$ cat config.mk
export PLATFORM = sky130hd
export DESIGN_NAME = uart_send_buf
export DESIGN_NICKNAME = d
export VERILOG_FILES = /design/src/rtl/uart_send_buf.sv
export SDC_FILE = /design/constraint.sdc
export NUM_CORES = 1
export LEC_CHECK = 0
export CAP_MARGIN = 25
export CORE_MARGIN = 5
export CORE_UTILIZATION = 66
export DETAILED_ROUTE_END_ITERATION = 12
export PLACE_DENSITY = 0.83
export SYNTH_ARGS = -nofsm -noshare
export SYNTH_HDL_FRONTEND = slang
export SYNTH_SLANG_ARGS = --single-unit
export TNS_END_PERCENT = 1
$ cat constraint.sdc
create_clock -name sys_clk -period 6.71 [get_ports sys_clk]
set_input_delay 1.342 -clock sys_clk [delete_from_list [all_inputs] [get_ports sys_clk]]
set_output_delay 1.342 -clock sys_clk [all_outputs]
set_load 0.05 [all_outputs]
$ cat src/rtl/uart_send_buf.sv
// Buffered 8N1 UART transmitter: bytes are queued in a small FIFO and serialised LSB first.
// Define UART_TX_PARITY_EN to insert an even-parity bit between the data bits and the stop bit.
module uart_send_buf #(
    parameter int CLK_FREQ   = 100_000000,
    parameter int UART_BPS   = 128000,
    parameter int FIFO_DEPTH = 16,
    parameter int CNT_W      = 5
) (
    input  logic             sys_clk,
    input  logic             sys_rst_n,
    input  logic [7:0]       tx_data,
    input  logic             tx_wr,
    output logic             tx_full,
    output logic             tx_busy,
    output logic             tx_done,
    output logic [CNT_W-1:0] fifo_count,
    output logic             uart_txd
);
    localparam int BPS_CNT = CLK_FREQ / UART_BPS;
    localparam int BAUD_W  = (BPS_CNT > 1) ? $clog2(BPS_CNT) : 1;
    localparam int PTR_W   = CNT_W - 1;
    localparam logic [BAUD_W-1:0] BAUD_LAST = BAUD_W'(BPS_CNT - 1);
    localparam logic [CNT_W-1:0]  DEPTH_C   = CNT_W'(FIFO_DEPTH);

    localparam logic [2:0] ST_IDLE   = 3'd0;
    localparam logic [2:0] ST_START  = 3'd1;
    localparam logic [2:0] ST_DATA   = 3'd2;
    localparam logic [2:0] ST_STOP   = 3'd3;
`ifdef UART_TX_PARITY_EN
    localparam logic [2:0] ST_PARITY = 3'd4;
`endif

    logic [2:0]        state_q, state_d;
    logic [BAUD_W-1:0] baud_q, baud_d;
    logic [2:0]        bit_q, bit_d;
    logic [7:0]        shreg_q, shreg_d;
    logic [PTR_W-1:0]  wr_ptr_q, wr_ptr_d;
    logic [PTR_W-1:0]  rd_ptr_q, rd_ptr_d;
    logic [CNT_W-1:0]  count_q, count_d;
    logic              full_q, busy_q, done_q, txd_q;
    logic              txd_d, done_d;
    logic              pop_s, push_s, baud_last_s;
    logic [7:0]        mem_q [FIFO_DEPTH];

    assign baud_last_s = (baud_q == BAUD_LAST);
    // A full FIFO still accepts a write in the cycle the transmitter pops the head.
    assign push_s      = tx_wr && ((count_q != DEPTH_C) || pop_s);

    // Frame sequencing: bit timing, bit index and head-of-queue pop.
    always_comb begin
        state_d = state_q;
        baud_d  = baud_q;
        bit_d   = bit_q;
        shreg_d = shreg_q;
        pop_s   = 1'b0;
        done_d  = 1'b0;
        case (state_q)
            ST_IDLE: begin
                baud_d = {BAUD_W{1'b0}};
                bit_d  = 3'd0;
                if (count_q != {CNT_W{1'b0}}) begin
                    pop_s   = 1'b1;
                    shreg_d = mem_q[rd_ptr_q];
                    state_d = ST_START;
                end else begin
                    state_d = ST_IDLE;
                end
            end
            ST_START: begin
                if (baud_last_s) begin
                    baud_d  = {BAUD_W{1'b0}};
                    state_d = ST_DATA;
                end else begin
                    baud_d = baud_q + BAUD_W'(1);
                end
            end
            ST_DATA: begin
                if (baud_last_s) begin
                    baud_d = {BAUD_W{1'b0}};
                    if (bit_q == 3'd7) begin
`ifdef UART_TX_PARITY_EN
                        state_d = ST_PARITY;
`else
                        state_d = ST_STOP;
`endif
                    end else begin
                        bit_d = bit_q + 3'd1;
                    end
                end else begin
                    baud_d = baud_q + BAUD_W'(1);
                end
            end
`ifdef UART_TX_PARITY_EN
            ST_PARITY: begin
                if (baud_last_s) begin
                    baud_d  = {BAUD_W{1'b0}};
                    state_d = ST_STOP;
                end else begin
                    baud_d = baud_q + BAUD_W'(1);
                end
            end
`endif
            ST_STOP: begin
                if (baud_last_s) begin
                    baud_d  = {BAUD_W{1'b0}};
                    done_d  = 1'b1;
                    state_d = ST_IDLE;
                end else begin
                    baud_d = baud_q + BAUD_W'(1);
                end
            end
            default: begin
                state_d = ST_IDLE;
            end
        endcase
    end

    // Line level follows the current state one clock later, so uart_txd is glitch-free.
    always_comb begin
        txd_d = 1'b1;
        case (state_q)
            ST_START:  txd_d = 1'b0;
            ST_DATA:   txd_d = shreg_q[bit_q];
`ifdef UART_TX_PARITY_EN
            ST_PARITY: txd_d = ^shreg_q;
`endif
            default:   txd_d = 1'b1;
        endcase
    end

    // FIFO pointer and occupancy update.
    always_comb begin
        wr_ptr_d = push_s ? (wr_ptr_q + PTR_W'(1)) : wr_ptr_q;
        rd_ptr_d = pop_s  ? (rd_ptr_q + PTR_W'(1)) : rd_ptr_q;
        case ({push_s, pop_s})
            2'b10:   count_d = count_q + CNT_W'(1);
            2'b01:   count_d = count_q - CNT_W'(1);
            default: count_d = count_q;
        endcase
    end

    // Storage array; contents are only meaningful between the pointers, so no reset.
    always_ff @(posedge sys_clk) begin
        if (push_s) begin
            mem_q[wr_ptr_q] <= tx_data;
        end
    end

    // State and output registers.
    always_ff @(posedge sys_clk or negedge sys_rst_n) begin
        if (!sys_rst_n) begin
            state_q  <= ST_IDLE;
            baud_q   <= {BAUD_W{1'b0}};
            bit_q    <= 3'd0;
            shreg_q  <= 8'h00;
            wr_ptr_q <= {PTR_W{1'b0}};
            rd_ptr_q <= {PTR_W{1'b0}};
            count_q  <= {CNT_W{1'b0}};
            full_q   <= 1'b0;
            busy_q   <= 1'b0;
            done_q   <= 1'b0;
            txd_q    <= 1'b1;
        end else begin
            state_q  <= state_d;
            baud_q   <= baud_d;
            bit_q    <= bit_d;
            shreg_q  <= shreg_d;
            wr_ptr_q <= wr_ptr_d;
            rd_ptr_q <= rd_ptr_d;
            count_q  <= count_d;
            full_q   <= (count_d == DEPTH_C);
            busy_q   <= (state_d != ST_IDLE) || (count_d != {CNT_W{1'b0}});
            done_q   <= done_d;
            txd_q    <= txd_d;
        end
    end

    assign tx_full    = full_q;
    assign tx_busy    = busy_q;
    assign tx_done    = done_q;
    assign fifo_count = count_q;
    assign uart_txd   = txd_q;
endmodule

==> metrics.yaml <==
clocking:
  cts_tree: "built"
  clkSlewWorstSetupHoldPaths_ns: 0.07
  cts_max_path_buffers: 2
  worstSkewPairLatency_ns: 0.53
  root_buffer: "clkbuf_8"
  cts-htree-levels: 4
  hold_buffers: 0
  post_cts_buffers: 0
  cts-buffers-inserted: 17
  cts_resized: 0
  cts_sinks: 169
global_route:
  grt_antenna_before_repair: 0
  grt_pass1_wl_mm: 22.2
  globalRouteOverflowTotal: 0
  grtUsageTotal_pct: 23.2
  grt_max_degree: 42
  grt_pass1_vias: 3972
synthesis:
  synth_fp_nets: 459
  yosysSeqAreaShare_pct: 67.3
  synthArstFlopShare_pct: 24.3
  syn_area_um2: 7230
  synth_common_cells: "128 x edfxtp_1, 40 x dfrtp_1, 34 x mux4_2"
  synth_cell_type_count: 60
  yosysTopAreaCell: "edfxtp_1"
  syn_avg_cell_area_um2: 16.6
  yosysMostFrequentCell: "edfxtp_1"
  synthTopCellsByArea: "edfxtp_1 53%, dfrtp_1 14%, mux4_2 11%"
  yosysWarnings: 0
  synthCells: 435
  synth_edf_count: 128
  synth_top_cell_area_share_pct: 53.1
  ys_ff_latch: 169
  synth_ff_type: "edfxtp_1"
setup_path:
  worstSetupPathType: "register to output pin"
  critPathRequiredTime_ns: 5.37
  cpPeakStageDelay_ns: 0.88
  rr_startpoint: "fifo_count[1]$_DFF_PN0_"
  slowest_stage: "clkdlybuf4s50_1"
  crit_end: "fifo_count[4]"
  start_kind: "register"
  arrival_ns: 1.98
  endpoint_kind: "output pin"
  cp_top_family: "buffers and inverters"
  crit_chain: "clkdlybuf4s50_1"
  critPathMaxFanout: 9
  ff2ff_setup_slack_ns: 3.57
  r2r_cells: 9
  critPathBufInv: 1
  crit_cells: 1
  crit_start: "fifo_count[4]$_DFF_PN0_"
  reg2reg_to: "tx_busy$_DFF_PN0_"
timing:
  worst_slew_pin_slew_ns: 1.03
  relSlewSlack_pct: 31.4
  worst_slack_ns: 3.39
  final_max_slew_viol_count: 0
  fin_hold_ws_ns: 0.516
  setup_viol: 0
  rsz0062_at_grt: "false"
  fin_skew_ns: 0.00836
  setup_tns_ns: 0
  timing.final.crit_share_pct: 49.5
  max_freq_mhz: 301
  hold_viol_final: 0
  finalCriticalPeriod_ns: 3.32
placed_design:
  gp_congestion: 0.820
  dp_hpwl_mm: 8.72
  pre_cts_ws_ns: 2.91
  place.port_buffers: 19
power_and_ir_drop:
  p_per_area_nw_per_um2: 415
  p_leak_nw: 2.86
  vdd_drop_max_mv: 0.301
routing:
  ant_nets: 0
  routedWlPerCell_um: 22.7
  vias_per_cell: 6.41
  drcViolationCount: 0
  initialDrtViolationCount: 351
  dr.pass1.iters: 4
  vias: 3908
  drt-total-wl_mm: 13.8
floorplan:
  die_x_um: 115
  core_um2: 10800
  rows: 38
  die_h_um: 115
  initial_core_util_pct: 67.0
  io_pins: 20
  dieArea_um2: 13200
final_layout:
  nNetsFinal: 482
  drive_gt1_share_pct: 20.4
  antenna_cells: 0
  area_growth_pct: 12.8
run_status:
  status: "finished, final reports clean"
worst_hold_path:
  holdCritPathClass: "register to register"
flow_run:
  max-cap-violations: 0
==> layout by cell type, fill, tap and decap left out, types with 2 or more instances in the layout <==
master / netlist / layout
edfxtp_1: 128 / 128
dfrtp_1: 40 / 38
mux4_2: 34 / 34
nand2_1: 25 / 25
mux2i_1: 21 / 21
nor2_1: 21 / 21
clkdlybuf4s50_1: 0 / 18
o21ai_0: 17 / 17
clkbuf_16: 0 / 16
ha_1: 12 / 12
inv_1: 11 / 11
and2_1: 10 / 10
xnor2_1: 10 / 10
a221oi_2: 8 / 8
inv_6: 0 / 7
nor4_1: 6 / 6
and3_1: 6 / 6
buf_4: 1 / 5
o21ai_1: 4 / 4
nand3_1: 4 / 4
nor3b_1: 4 / 4
nor2_2: 3 / 3
a21oi_1: 3 / 3
a22o_1: 3 / 3
nand4_1: 3 / 3
bufinv_16: 0 / 3
nand3b_1: 2 / 2
a21o_1: 2 / 2
or4_1: 2 / 2
xor2_1: 2 / 2
or3_1: 2 / 2
a31oi_1: 2 / 2
nor3_1: 2 / 2
nor2b_1: 2 / 2
dfrtp_2: 0 / 2
==> flip-flops by register name (all words and copies together) (netlist names) <==
signal,flops
wr_ptr_q,4
tx_done,1
state_q,3
mem_q,128
fifo_count,5
tx_busy,1
rd_ptr_q,4
shreg_q,8
tx_full,1
baud_q,10
bit_q,3
uart_txd,1
==> power by group <==
group	internal [mW]	leakage [nW]	switching, mW	total, mW
Combinational	0.437	0.912	0.511	0.948
Sequential	1.28	1.66	0.174	1.46
Clock	0.575	0.290	0.407	0.982
Total	2.30	2.86	1.09	3.39
==> per-stage QoR <==
step | power (mW) | utilization, % | instance area [um^2] | std cells
5_1_grt | 3.55 | 75.6 | 8160 | 610
3_3_place_gp | 2.39 | 69.8 | 7540 | 578
4_1_cts | 3.41 | 75.4 | 8130 | 609
2_1_floorplan | 2.16 | - | 7230 | 435
6_report | 3.39 | 75.6 | 8160 | 610
3_5_place_dp | 2.41 | 69.8 | 7540 | 578
==> worst min-delay path by stage <==
stage,slack [ns],start,end,depth (start not counted)
floorplan,0.47,baud_q[3]$_DFFE_PN0P_,baud_q[3]$_DFFE_PN0P_,1
global placement,0.49,baud_q[3]$_DFFE_PN0P_,baud_q[3]$_DFFE_PN0P_,1
detailed placement,0.50,baud_q[3]$_DFFE_PN0P_,baud_q[3]$_DFFE_PN0P_,1
CTS,0.51,baud_q[3]$_DFFE_PN0P_,baud_q[3]$_DFFE_PN0P_,1
global route,0.53,baud_q[3]$_DFFE_PN0P_,baud_q[3]$_DFFE_PN0P_,1
finish,0.52,baud_q[3]$_DFFE_PN0P_,baud_q[3]$_DFFE_PN0P_,1
==> layout make-up <==
type | count | area, um^2
Sequential cell | 169 | 4870
Fill cell | 606 | 2630
Multi-Input combinational cell | 234 | 2220
Clock buffer | 17 | 414
Timing Repair Buffer | 25 | 250
Clock inverter | 14 | 183
Tap cell | 140 | 175
Inverter | 11 | 41.3
==> cells by family (layout without fill, tap and decap cells) <==
family	Yosys count	after routing	synth area share, %
compound gates	51	51	5.71
xor+xnor	12	12	1.45
fa+ha+maj	13	13	2.35
buf+inv	32	67	1.92
flops	169	169	67.3
mux	56	56	13.6
other cells	1	1	0.0518
simple gates	101	101	7.52
==> metal layers <==
layer / up-vias / global-route usage [%] / wire (um)
met5: - / 0 / 0
met4: 0 / 7.36 / 174
met3: 13 / 5.76 / 864
met2: 152 / 35.8 / 6960
met1: 1996 / 33.3 / 5830
li1: 1747 / - / -
Note: power is estimated with default switching activity, not from simulation.
